[config.mk]
export PLATFORM = sky130hd
export DESIGN_NAME = id_ex_stage
export DESIGN_NICKNAME = d
export VERILOG_FILES = /design/src/rtl/id_ex_stage_pkg.sv /design/src/rtl/id_ex_stage_hazard_detect.sv /design/src/rtl/id_ex_stage.sv
export SDC_FILE = /design/constraint.sdc
export NUM_CORES = 1
export LEC_CHECK = 0
export BUFFER_PORTS_ARGS = -buffer_cell sky130_fd_sc_hd__buf_2
export CAP_MARGIN = 20
export CELL_PAD_IN_SITES_DETAIL_PLACEMENT = 1
export CELL_PAD_IN_SITES_GLOBAL_PLACEMENT = 1
export CORE_MARGIN = 3
export CORE_UTILIZATION = 25
export DETAILED_ROUTE_END_ITERATION = 8
export PLACE_DENSITY_LB_ADDON = 0.12
export SETUP_SLACK_MARGIN = 0.3
export SLEW_MARGIN = 40
export SYNTH_ARGS = -nofsm -noshare
export SYNTH_HDL_FRONTEND = slang
export SYNTH_SLANG_ARGS = --single-unit
export TNS_END_PERCENT = 50
[constraint.sdc]
create_clock -name clk_i -period 4.3 [get_ports clk_i]
set_clock_uncertainty 0.05 [all_clocks]
set_input_delay 0.215 -clock clk_i [delete_from_list [all_inputs] [get_ports clk_i]]
set_output_delay 0.215 -clock clk_i [all_outputs]
set_load 0.02 [all_outputs]
[src/rtl/id_ex_stage_pkg.sv]
// ID/EX shared types: ALU op classes, control bundle, register address constants.
// Imported by id_ex_stage and hazard_detect.
package id_ex_stage_pkg;

  localparam int REG_AW = 5;
  localparam logic [REG_AW-1:0] REG_ZERO = '0;

  typedef enum logic [2:0] {
    ALU_ADD  = 3'b000,
    ALU_SUB  = 3'b001,
    ALU_FUNC = 3'b010,
    ALU_OR   = 3'b011,
    ALU_AND  = 3'b100,
    ALU_SLT  = 3'b101
  } alu_op_e;

  // Field order is fixed; a bubble is simply '0.
  typedef struct packed {
    logic    reg_write;
    logic    mem_to_reg;
    logic    mem_read;
    logic    mem_write;
    logic    branch;
    logic    alu_src;
    logic    reg_dst;
    alu_op_e alu_op;
  } ctrl_t;

endpackage

[src/rtl/id_ex_stage_hazard_detect.sv]
// Load-use hazard detect: stall when a valid load in EX writes a source of ID.
// Ports: ex_mem_read/ex_valid/ex_rt from ID/EX, id_rs/id_rt from IF/ID; stall out.
module hazard_detect
  import id_ex_stage_pkg::*;
(
  input  logic              ex_mem_read,
  input  logic              ex_valid,
  input  logic [REG_AW-1:0] ex_rt,
  input  logic [REG_AW-1:0] id_rs,
  input  logic [REG_AW-1:0] id_rt,
  output logic              stall
);

  logic hit;

  assign hit   = (ex_rt == id_rs) | (ex_rt == id_rt);
  assign stall = ex_mem_read & ex_valid
               & (ex_rt != REG_ZERO) & hit;

endmodule

[src/rtl/id_ex_stage.sv]
// ID/EX pipeline register with load-use stall and flush bubble insertion.
// Ports: clk_i, rst_i, flush_i, IF/ID sources, decoded fields in; ID_EX_* out, Stall_o.
module id_ex_stage
  import id_ex_stage_pkg::*;
#(
  parameter int DATA_W = 32
) (
  input  logic              clk_i,
  input  logic              rst_i,
  input  logic              flush_i,
  input  logic [4:0]        IF_ID_RS_addr_i,
  input  logic [4:0]        IF_ID_RT_addr_i,
  input  logic [DATA_W-1:0] RS_data_i,
  input  logic [DATA_W-1:0] RT_data_i,
  input  logic [DATA_W-1:0] Imm_i,
  input  logic [4:0]        RS_addr_i,
  input  logic [4:0]        RT_addr_i,
  input  logic [4:0]        RD_addr_i,
  input  logic              RegWrite_i,
  input  logic              MemtoReg_i,
  input  logic              MemRead_i,
  input  logic              MemWrite_i,
  input  logic              Branch_i,
  input  logic              ALUSrc_i,
  input  logic              RegDst_i,
  input  logic [2:0]        ALUOp_i,
  output logic [DATA_W-1:0] ID_EX_RS_data_o,
  output logic [DATA_W-1:0] ID_EX_RT_data_o,
  output logic [DATA_W-1:0] ID_EX_Imm_o,
  output logic [4:0]        ID_EX_RS_addr_o,
  output logic [4:0]        ID_EX_RT_addr_o,
  output logic [4:0]        ID_EX_RD_addr_o,
  output logic              ID_EX_RegWrite_o,
  output logic              ID_EX_MemtoReg_o,
  output logic              ID_EX_MemRead_o,
  output logic              ID_EX_MemWrite_o,
  output logic              ID_EX_Branch_o,
  output logic              ID_EX_ALUSrc_o,
  output logic              ID_EX_RegDst_o,
  output logic [2:0]        ID_EX_ALUOp_o,
  output logic              ID_EX_Valid_o,
  output logic              Stall_o
);

  ctrl_t             ctrl_d;
  ctrl_t             ctrl_q;
  logic              valid_q;
  logic [4:0]        rs_q;
  logic [4:0]        rt_q;
  logic [4:0]        rd_q;
  logic [DATA_W-1:0] rs_data_q;
  logic [DATA_W-1:0] rt_data_q;
  logic [DATA_W-1:0] imm_q;
  logic              bubble;

  always_comb begin
    ctrl_d            = '0;
    ctrl_d.reg_write  = RegWrite_i;
    ctrl_d.mem_to_reg = MemtoReg_i;
    ctrl_d.mem_read   = MemRead_i;
    ctrl_d.mem_write  = MemWrite_i;
    ctrl_d.branch     = Branch_i;
    ctrl_d.alu_src    = ALUSrc_i;
    ctrl_d.reg_dst    = RegDst_i;
    ctrl_d.alu_op     = alu_op_e'(ALUOp_i);
  end

  hazard_detect u_hazard (
    .ex_mem_read (ctrl_q.mem_read),
    .ex_valid    (valid_q),
    .ex_rt       (rt_q),
    .id_rs       (IF_ID_RS_addr_i),
    .id_rt       (IF_ID_RT_addr_i),
    .stall       (Stall_o)
  );

  // Flush wins over stall, but both produce the same all-zero bubble.
  assign bubble = flush_i | Stall_o;

  always_ff @(posedge clk_i or posedge rst_i) begin
    if (rst_i) begin
      ctrl_q    <= '0;
      valid_q   <= 1'b0;
      rs_q      <= '0;
      rt_q      <= '0;
      rd_q      <= '0;
      rs_data_q <= '0;
      rt_data_q <= '0;
      imm_q     <= '0;
    end else if (bubble) begin
      ctrl_q    <= '0;
      valid_q   <= 1'b0;
      rs_q      <= '0;
      rt_q      <= '0;
      rd_q      <= '0;
      rs_data_q <= '0;
      rt_data_q <= '0;
      imm_q     <= '0;
    end else begin
      ctrl_q    <= ctrl_d;
      valid_q   <= 1'b1;
      rs_q      <= RS_addr_i;
      rt_q      <= RT_addr_i;
      rd_q      <= RD_addr_i;
      rs_data_q <= RS_data_i;
      rt_data_q <= RT_data_i;
      imm_q     <= Imm_i;
    end
  end

  assign ID_EX_RS_data_o  = rs_data_q;
  assign ID_EX_RT_data_o  = rt_data_q;
  assign ID_EX_Imm_o      = imm_q;
  assign ID_EX_RS_addr_o  = rs_q;
  assign ID_EX_RT_addr_o  = rt_q;
  assign ID_EX_RD_addr_o  = rd_q;
  assign ID_EX_RegWrite_o = ctrl_q.reg_write;
  assign ID_EX_MemtoReg_o = ctrl_q.mem_to_reg;
  assign ID_EX_MemRead_o  = ctrl_q.mem_read;
  assign ID_EX_MemWrite_o = ctrl_q.mem_write;
  assign ID_EX_Branch_o   = ctrl_q.branch;
  assign ID_EX_ALUSrc_o   = ctrl_q.alu_src;
  assign ID_EX_RegDst_o   = ctrl_q.reg_dst;
  assign ID_EX_ALUOp_o    = ctrl_q.alu_op;
  assign ID_EX_Valid_o    = valid_q;

endmodule

---- Word level (Yosys, flattened, before mapping) ----
Cells that the tools add are included.
storage, ports and cells
  bits in registers ....................... 122
  input port bits ......................... 134
  output and inout port bits .............. 123
  word-level logic and storage cells ...... 31
operators by class
  eq/ne operators ......................... 2
  muxes and demuxes ....................... 8
  bitwise logic cells ..................... 5
  reduce and logical (&&, ||, !) cells .... 1
operator list
  kind                count
  $mux W32            3
  $mux W5             3
  $eq A5 B5 Y1        2
  $mux W10            1
  $reduce_bool A5 Y1  1
  $and A1 B1 Y1       3
  $or A1 B1 Y1        2
  $mux W1             1

---- Logic depth before layout (Yosys ltp) ----
Gate-level depths: netlist of the first run.
  word-level depth ........................ 5
  gate-level depth with buffers ........... 6
  mapped depth without buffers ............ 4

---- Modules after synthesis ----
Synthesis of the first run repeated with hierarchy kept, for this count alone.
unflattened totals
  cell total of the unflattened synthesis .. 290
  area total of the unflattened synthesis .. 4755.8 um^2
by module, submodules not included
  module         times used  cells each  area each (um^2)  seq. area each (um^2)
  id_ex_stage    1           273         4623.2            3052.9
  hazard_detect  1           17          132.6             0.0

---- Worst setup path before layout of the first run ----
No wires, ideal clock.
  path kind ............................... reg-to-output
  start ................................... register rt_q[2], in the netlist ID_EX_RT_addr_o[2]
  end ..................................... output Stall_o
  data arrival time ....................... 1.637 ns
  data required time ...................... 4.035 ns
  slack ................................... 2.398 ns
  stages on the path, launching flop included .. 6
  path buffers ............................ 2
  cells stage by stage .................... dfrtp_1 > or3_1 > o311a_1 > buf_6 > buf_8 > and2_1
on the way
  longest elaborated chain between the ends .. 3
  elaborated cells on any way between the ends .. 6
  classes of those cells .................. 2 x eq/ne; 3 x bitwise; 1 x reduce/logical
ends and longest elaborated chain
  what                                                line                                                              source
  from (decl)                                         id_ex_stage.sv:49                                                 logic [4:0] rt_q;
  from (signal assigned)                              id_ex_stage.sv:103                                                rt_q <= RT_addr_i;
  $eq A5 B5 Y1 or $reduce_bool A5 Y1 (tied branches)  id_ex_stage_hazard_detect.sv:16, id_ex_stage_hazard_detect.sv:18
  $or A1 B1 Y1 or $and A1 B1 Y1 (tied branches)       id_ex_stage_hazard_detect.sv:16, id_ex_stage_hazard_detect.sv:18
  $and A1 B1 Y1 (*)                                   id_ex_stage_hazard_detect.sv:18                                   & (ex_rt != REG_ZERO) & hit;
  to (decl)                                           id_ex_stage.sv:42                                                 output logic Stall_o
Mark *: on every way between the ends. The rest lies on a longest branch, timed or not.

---- Final worst setup path of the first run ----
Ends and elaborated chain as after synthesis.

==> results.py, run 1 <==
metrics = {
    "die": {
        "ios": 257,
        "dieArea_mm2": 0.02206,
        "num_rows": 51,
        "die_h_um": 148.5,
        "die_x_um": 148.5,
        "fp.coreArea_mm2": 0.01972,
        "initial_core_util": 0.2576,
    },
    "clock_tree": {
        "root_buffer": "clkbuf_16",
        "numCtsBuffers": 17,
        "cts_tree": "built",
        "cts_sinks": 122,
        "clkLatencyLatePin_ns": 0.41,
        "path_clk_slew_ns": 0.05,
        "cts_resized": 0,
        "postCtsSetupBuffers": 0,
        "cts_buffer_depth": 2,
        "cts-htree-levels": 4,
        "ctsHoldBuffers": 120,
    },
    "timing": {
        "tightestPinTransition_ns": 0.7457,
        "rsz0062_at_grt": "no",
        "drv_slew": 0,
        "finalHoldViolations": 0,
        "final-setup-viol-count": 0,
        "slew_headroom": 0.5029,
        "fin_crit_sh": 0.5735,
        "period_minus_slack_ns": 2.466,
        "tns_ns": 0,
        "fmax_mhz": 405.5,
    },
    "global_routing": {
        "gr-usage-all-layers": 0.1592,
        "antenna_found_initial": 1,
        "grt_pass1_wl_um": 27370,
        "grt_start_max_net_pins": 69,
        "grt_pass1_vias": 4965,
        "grt_overflow": 0,
    },
    "pwr": {
        "leakagePower_nw": 4.101,
        "p_per_area_mw_per_mm2": 376.5,
        "p_total_mw": 3.151,
        "vdd_ir_drop_max_uv": 246.5,
    },
    "synth": {
        "synthXorXnorAreaFrac": 0.01725,
        "ys.flop_type": "dfrtp_1",
        "yosysTopAreaCellShare": 0.6011,
        "syn-cell-area_mm2": 0.005079,
        "synth_compound_gate_area_share": 0.1752,
        "syn_area_per_cell_um2": 11.98,
        "synth_mux_area_frac": 0,
        "netlist_instances": 424,
        "synth.net_count": 558,
        "synth_edf_count": 0,
        "synth-simple-area-share": 0.1550,
        "ys_ff_latch": 122,
        "synth_top_family_by_area": "compound AO/OA/AOI/OAI gates",
        "yosysMostFrequentCell": "dfrtp_1",
        "ys_seq_area_frac": 0.6011,
        "synth.largest_area_cell": "dfrtp_1",
        "async_reset_ff_frac": 1.000,
        "ys_warn_count": 0,
        "ys_top_cells_by_count": "122 x dfrtp_1, 121 x nand2b_1, 70 x a21oi_2",
        "synth_area_leaders": "dfrtp_1 60%, nand2b_1 15%, a21oi_2 12%",
        "ys_types": 16,
        "synth_fa_ha_area_frac": 0,
    },
    "detailed_routing": {
        "ant_nets": 0,
        "drcViolationCount": 0,
        "highest_layer": "met5",
        "wl_met1_um": 7016,
        "drt-wirelength-per-cell_um": 16.24,
        "routed_via_density": 4.154,
        "route.vias.total": 4420,
        "dr_wl_met2_um": 8557,
        "dr.first_iter.drc_count": 131,
        "dr.pass1.iters": 4,
        "dr_wl_met3_um": 1504,
        "wl_um": 17280,
    },
    "critical_path": {
        "arrival_ns": 2.20,
        "critPathSlowestCell": "o311a_4",
        "critPathKind": "reg -> out",
        "crit_chain": "or3_1 > o311a_4 > buf_12 > and2_1 > buf_2",
        "crit_required_ns": 4.03,
        "start_kind": "register",
        "critPathMaxStageDelay_ns": 0.43,
        "path_max_fanout": 24,
        "endpoint_kind": "output pin",
    },
    "layout": {
        "diodes": 0,
        "drive_above_1_share": 0.4581,
        "area_delta_synth_final_pct": 64.79,
        "instances_no_fill": 1064,
        "nNetsFinal": 923,
    },
    "min_path": {
        "min_path_type": "in -> reg",
    },
    "placed_design": {
        "io_buffers": 256,
        "hpwl_um": 11320,
        "dpl.cell_count": 915,
        "place.gp.congestion": 0.7280,
    },
    "outcome": {
        "outcome": "finished, final reports clean",
    },
    "run": {
        "cap_violations": 0,
    },
}
state kept, by name (all words and copies together) (netlist names), 3 cells and up:
register         flops
ID_EX_Imm_o         32
ID_EX_RS_data_o     32
ID_EX_RT_data_o     32
ID_EX_RD_addr_o      5
ID_EX_RS_addr_o      5
ID_EX_RT_addr_o      5
ID_EX_ALUOp_o        3
critical path: cells and delay by family (launching register included):
| kind | cells | cell delay (ns) |
|---|---|---|
| AO/OA/AOI/OAI | 1 | 0.43 |
| buffers and inverters | 2 | 0.37 |
| flip-flops | 1 | 0.41 |
| AND/OR/NAND/NOR | 2 | 0.58 |
layout by cell type (no fill, tap or decap):
cell type | synthesis | routed
buf_2 | 8 | 255
dfrtp_1 | 122 | 122
nand2b_1 | 121 | 121
dlygate4sd3_1 | 0 | 120
a21oi_2 | 70 | 70
a21oi_1 | 52 | 52
clkbuf_16 | 0 | 17
xnor2_1 | 10 | 10
buf_4 | 0 | 7
clkinv_2 | 0 | 4
bufinv_16 | 0 | 3
buf_12 | 0 | 3
nand3_1 | 2 | 2
nand2_1 | 2 | 2
clkbuf_1 | 23 | 2
clkinvlp_4 | 0 | 2
o22ai_4 | 0 | 1
or3_1 | 1 | 1
o311a_4 | 0 | 1
and2_1 | 1 | 1
inv_4 | 0 | 1
clkbuf_8 | 0 | 1
buf_16 | 0 | 1
where the power goes:
part	switching, mW	internal (mW)	leakage, nW
Combinational	0.277	0.228	2.25
Sequential	0.0199	1.21	1.57
Clock	0.506	0.912	0.277
Total	0.803	2.35	4.10
layout make-up:
cell class,instances,area [µm²]
tap,265,331.6
inverter,1,6.256
multi-input combinational,261,1789
fill,2213,11350
timing repair buffer,386,2618
clock inverter,9,125.1
sequential,122,3053
clock buffer,20,446.7
layer usage:
layer,global-route usage,vias up
met3,0.06551,14
met5,0,-
met4,0.04480,2
met1,0.1864,2136
met2,0.2694,160
li1,-,2108
worst paths after layout:
path                                                      end  slack, ns                          from  cells after the start
worst max register to register   ID_EX_RS_addr_o[4]$_DFF_PP0_       2.08  ID_EX_RT_addr_o[2]$_DFF_PP0_                      5
worst min register to register        ID_EX_Valid_o$_DFF_PP0_       0.73       ID_EX_Valid_o$_DFF_PP0_                      2
worst min-delay path             ID_EX_RT_addr_o[3]$_DFF_PP0_       0.02                  RT_addr_i[3]                      3
min in group asynchronous       ID_EX_RT_data_o[11]$_DFF_PP0_       0.42                         rst_i                      3
worst max-delay path                                  Stall_o       1.83  ID_EX_RT_addr_o[2]$_DFF_PP0_                      5
max in group asynchronous           ID_EX_Imm_o[13]$_DFF_PP0_       2.79                         rst_i                      4
cell families (layout without fill, tap and decap cells):
| kind of cell | Yosys count | in the layout |
|---|---|---|
| simple gates | 127 | 127 |
| flops | 122 | 122 |
| compound gates | 124 | 124 |
| buf+inv | 41 | 416 |
| xor+xnor | 10 | 10 |
through the flow:
step	setup WS [ns]	area (µm²)	hold slack [ns]	utilization
global placement	1.687	6526	0.2947	0.3310
floorplan	0.7925	5079	0.2889	-
CTS	1.773	8369	0.001725	0.4245
global route	1.715	8369	0.01488	0.4245
finish	1.834	8369	0.02073	0.4245
detailed placement	2.051	6596	0.3038	0.3345
(Power assumes the default switching activity.)
==> inputs of run 2 (changes only) <==
- clock period: 4.3 -> 2.5 ns (I/O delays scaled with it)
==> results.py, run 2 (synthesis gave the netlist of run 1 again) <==
metrics = {
    "die": {
        "die_x_um": 148.5,
        "num_rows": 51,
        "fp.coreArea_mm2": 0.01972,
        "ios": 257,
        "die_h_um": 148.5,
        "dieArea_mm2": 0.02206,
        "initial_core_util": 0.2576,
    },
    "critical_path": {
        "r2r_slack_ns": 0.42,
        "crit_chain": "or3_1 > o311a_4 > and2_1 > buf_2",
        "arrival_ns": 1.93,
        "start_kind": "register",
        "critPathSlowestCell": "dfrtp_1",
        "endpoint_kind": "output pin",
        "crit_required_ns": 2.33,
        "crit_buf_inv": 1,
        "path_delay_family": "simple AND/OR/NAND/NOR gates",
        "critPathMaxStageDelay_ns": 0.41,
        "critPathKind": "reg -> out",
        "path_max_fanout": 4,
    },
    "timing": {
        "final-setup-viol-count": 0,
        "tightestPinTransition_ns": 0.4645,
        "rsz0062_at_grt": "no",
        "fmax_mhz": 476.2,
        "tns_ns": 0,
        "period_minus_slack_ns": 2.100,
        "finalHoldViolations": 0,
        "fin_crit_sh": 0.8400,
        "final.setup.worst_slack_ns": 0.3999,
        "drv_slew": 0,
        "slew_headroom": 0.6903,
    },
    "clock_tree": {
        "clkLatencyLatePin_ns": 0.41,
        "path_clk_slew_ns": 0.05,
        "cts_tree": "built",
        "cts_buffer_depth": 2,
        "cts-htree-levels": 4,
        "numCtsBuffers": 17,
        "root_buffer": "clkbuf_16",
        "cts_sinks": 122,
    },
    "layout": {
        "area_delta_synth_final_pct": 67.18,
        "final_common_cell": "buf_2",
        "mostFrequentLayoutCells": "256 x buf_2, 122 x dfrtp_1, 122 x dlygate4sd3_1",
        "drive_above_1_share": 0.4579,
        "nNetsFinal": 929,
        "fill_cells": 2188,
    },
    "detailed_routing": {
        "wl_met1_um": 7502,
        "dr_wl_met2_um": 9012,
        "drcViolationCount": 0,
        "dr.pass1.iters": 4,
        "routed_via_density": 4.222,
        "dr_wl_met3_um": 1295,
        "ant_nets": 0,
        "dr.first_iter.drc_count": 101,
        "highest_layer": "met4",
        "drt-wirelength-per-cell_um": 16.82,
        "route.vias.total": 4534,
        "wl_um": 18070,
    },
    "placed_design": {
        "pre_cts_ws_ns": 0.5068,
        "hpwl_um": 11300,
        "place.gp.congestion": 0.7342,
        "io_buffers": 256,
    },
    "global_routing": {
        "antenna_found_initial": 1,
        "grt_overflow": 0,
        "gr-usage-all-layers": 0.1651,
        "grt_pass1_vias": 5194,
        "grt_start_max_net_pins": 123,
        "grt_pass1_wl_um": 28460,
    },
    "pwr": {
        "p_per_area_mw_per_mm2": 637.9,
        "p_int_mw": 4.031,
        "switching_share": 0.2558,
        "seqPwrFrac": 0.391,
        "vdd_ir_drop_max_uv": 405.6,
        "clkPwrFrac": 0.444,
        "p_switching_mw": 1.386,
        "p_total_mw": 5.417,
        "leakagePower_nw": 4.146,
        "combPwrFrac": 0.166,
    },
    "min_path": {
        "min_path_type": "in -> reg",
    },
    "run": {
        "cap_violations": 0,
    },
    "outcome": {
        "outcome": "finished, final reports clean",
    },
}
-- run 2: power groups by stage --
stage,sequential (mW),combinational [mW],clock (mW)
floorplan,2.28,0.290,0
global placement,2.15,0.732,0
detailed placement,2.15,0.744,0
CTS,2.12,0.901,2.47
global route,2.13,0.978,2.57
finish,2.12,0.898,2.40
-- run 2: what timing repair did --
item | CTS | global route
setup endpoints to repair | 1 | 8
hold endpoints to repair | 149 | 0
resized for setup | 0 | 1
buffers inserted | 2 | 0
pin swaps | 2 | 0
gates cloned | 0 | 0
hold buffers | 122 | 0
-- run 2: final timing paths --
kind	start	end	cells after the start
min in group asynchronous	rst_i	ID_EX_RS_addr_o[4]$_DFF_PP0_	3
hold / removal	flush_i	ID_EX_Valid_o$_DFF_PP0_	3
setup reg to reg	ID_EX_RT_addr_o[2]$_DFF_PP0_	ID_EX_ALUOp_o[0]$_DFF_PP0_	5
setup / recovery	ID_EX_RT_addr_o[2]$_DFF_PP0_	Stall_o	4
max in group asynchronous	rst_i	ID_EX_Imm_o[24]$_DFF_PP0_	4
hold reg to reg	ID_EX_Valid_o$_DFF_PP0_	ID_EX_RT_data_o[12]$_DFF_PP0_	3
-- run 2: metal layers --
| metal | vias up | global-route usage |
|---|---|---|
| met1 | 2224 | 0.1926 |
| met4 | 0 | 0.04480 |
| met2 | 168 | 0.2853 |
| met3 | 15 | 0.06246 |
| li1 | 2127 | - |
| met5 | - | 0 |
-- run 2: area by class of cell --
type	count	area (µm²)	share of cell area
Sequential cell	122	3053	0.3596
Inverter	1	7.507	0.0008842
Timing Repair Buffer	392	2731	0.3217
Antenna cell	1	2.502	0.0002947
Multi-Input combinational cell	261	1789	0.2107
Clock inverter	7	90.09	0.01061
Clock buffer	25	485.5	0.05718
Tap cell	265	331.6	0.03905
-- run 2: worst min-delay path, cell delays in order --
cell and delay [ns]:
buf_2 0.11, buf_12 0.20, a21oi_2 0.14
-- run 2: per-stage QoR --
step / cells / hold WS [ns] / utilization / cell area, µm²
2_1_floorplan: 424 / 0.1989 / - / 5082
3_3_place_gp: 916 / 0.2489 / 0.3370 / 6645
3_5_place_dp: 916 / 0.2512 / 0.3370 / 6645
4_1_cts: 1072 / 0.1907 / 0.4289 / 8457
6_report: 1074 / 0.1906 / 0.4306 / 8491
5_1_grt: 1074 / 0.2108 / 0.4306 / 8491
==> inputs of run 3 (changes only) <==
- clock period: 2.5 -> 1.86 ns (I/O delays scaled with it)
==> results.py, run 3 (synthesis gave the netlist of run 1 again) <==
metrics = {
    "clock_tree": {
        "clkLatencyLatePin_ns": 0.42,
        "cts_tree": "built",
        "cts_sinks": 122,
        "root_buffer": "clkbuf_16",
        "path_clk_slew_ns": 0.06,
        "numCtsBuffers": 17,
        "cts-htree-levels": 4,
        "cts_buffer_depth": 2,
    },
    "die": {
        "dieArea_mm2": 0.02206,
        "die_h_um": 148.5,
        "num_rows": 51,
        "initial_core_util": 0.2576,
        "die_x_um": 148.5,
        "fp.coreArea_mm2": 0.01972,
        "ios": 257,
    },
    "global_routing": {
        "grt_pass1_vias": 5237,
        "antenna_found_initial": 0,
        "grt_overflow": 0,
        "grt_start_max_net_pins": 66,
        "grt_pass1_wl_um": 27870,
        "gr-usage-all-layers": 0.1620,
    },
    "timing": {
        "slew_headroom": 0.6437,
        "holdWs_ns": 0.2106,
        "finalHoldViolations": 0,
        "fmax_mhz": 505.3,
        "period_minus_slack_ns": 1.979,
        "drv_slew": 0,
        "final-setup-viol-count": 4,
        "final.setup.worst_slack_ns": -0.1192,
        "tightestPinTransition_ns": 0.5345,
        "rsz0062_at_grt": "yes",
        "fin_crit_sh": 1.064,
    },
    "layout": {
        "multi_input_area_mm2": 0.001949,
        "regArea_mm2": 0.003057,
        "drive_above_1_share": 0.5251,
        "diodes": 0,
        "area_delta_synth_final_pct": 80.93,
        "fill_cells": 2156,
        "final_area_mm2": 0.009189,
        "nNetsFinal": 957,
        "mostFrequentLayoutCells": "255 x buf_2, 122 x dlygate4sd3_1, 121 x nand2b_1",
        "final_common_cell": "buf_2",
    },
    "placed_design": {
        "io_buffers": 256,
        "hpwl_um": 11190,
        "placed_cell_area_mm2": 0.006698,
        "place.gp.congestion": 0.7307,
    },
    "min_path": {
        "min_path_type": "in -> async",
    },
    "pwr": {
        "vdd_ir_drop_max_uv": 578.1,
        "p_total_mw": 7.613,
        "p_int_mw": 5.571,
        "clkPwrFrac": 0.446,
        "leakagePower_nw": 4.411,
        "switching_share": 0.2682,
        "p_per_area_mw_per_mm2": 828.5,
        "p_switching_mw": 2.042,
        "combPwrFrac": 0.181,
        "seqPwrFrac": 0.373,
    },
    "detailed_routing": {
        "routed_via_density": 4.203,
        "dr.first_iter.drc_count": 87,
        "dr.pass1.iters": 4,
        "drt-wirelength-per-cell_um": 17.23,
        "wl_um": 18970,
        "ant_nets": 0,
        "drcViolationCount": 0,
        "route.vias.total": 4627,
    },
    "critical_path": {
        "crit_required_ns": 1.72,
        "critPathKind": "reg -> out",
        "path_max_fanout": 3,
        "crit_start": "ID_EX_RT_addr_o[3]$_DFF_PP0_",
        "critPathSlowestCell": "dfrtp_2",
        "critPathMaxStageDelay_ns": 0.41,
        "crit_buf_inv": 1,
        "endpoint_kind": "output pin",
        "timing.rr.start": "ID_EX_RT_addr_o[3]$_DFF_PP0_",
        "r2r_slack_ns": -0.01,
        "crit_chain": "or3_4 > o311a_4 > and2_4 > buf_6",
        "path_delay_family": "simple AND/OR/NAND/NOR gates",
        "arrival_ns": 1.84,
        "start_kind": "register",
    },
    "run": {
        "cap_violations": 0,
    },
    "outcome": {
        "violations": "negative setup slack",
        "outcome": "finished with violations",
    },
}
## run 3: power groups by stage
| stage | registers [mW] | clock network [mW] | logic [mW] |
|---|---|---|---|
| after floorplan | 3.07 | 0 | 0.390 |
| after global placement | 2.88 | 0 | 0.992 |
| after detailed placement | 2.89 | 0 | 1.01 |
| after CTS | 2.84 | 3.50 | 1.26 |
| after global routing | 2.85 | 3.63 | 1.49 |
| final | 2.84 | 3.40 | 1.38 |
## run 3: area by class of cell
class,count,area share
repair buffers,420,0.3527
flip-flops and latches,122,0.3327
multi-input cells,261,0.2121
clock buffers,18,0.04670
well taps,265,0.03608
clock inverters,14,0.01893
inverters,1,0.0008170
## run 3: tightest hold or removal path: cells and delay by family
family   cells  cell delay, ns
buf+inv      3            1.01
## run 3: path summary, 6_finish.rpt
check | to | cells past startpoint
min in group clk_i | ID_EX_Valid_o$_DFF_PP0_ | 3
max | Stall_o | 4
max in group asynchronous | ID_EX_RT_addr_o[2]$_DFF_PP0_ | 4
min | ID_EX_RS_data_o[24]$_DFF_PP0_ | 3
max reg2reg | ID_EX_RegWrite_o$_DFF_PP0_ | 10
min reg2reg | ID_EX_RD_addr_o[3]$_DFF_PP0_ | 4
## run 3: routing by layer
metal / vias up / routed length [µm] / global-route usage
li1: 2185 / - / -
met1: 2247 / 7533 / 0.1792
met2: 170 / 9676 / 0.2846
met3: 25 / 1391 / 0.06063
met4: 0 / 371 / 0.05866
met5: - / 0 / 0
## run 3: what timing repair did
action,4_1_cts,5_1_grt
buffers inserted,6,6
hold buffers,122,0
pin swaps,7,10
endpoints found under the hold margin,138,0
cloned,2,12
endpoints found under the setup margin,122,123
resized for setup,15,46
## run 3: metrics by stage
stage	setup slack [ns]	TNS, ns	utilization	cells
finish	-0.1192	-0.1479	0.4660	1101
global route	-0.1854	-2.809	0.4660	1101
CTS	-0.1579	-2.874	0.4403	1083
detailed placement	0.06420	0	0.3397	921
global placement	0.08909	0	0.3397	921
floorplan	0.08604	0	-	424
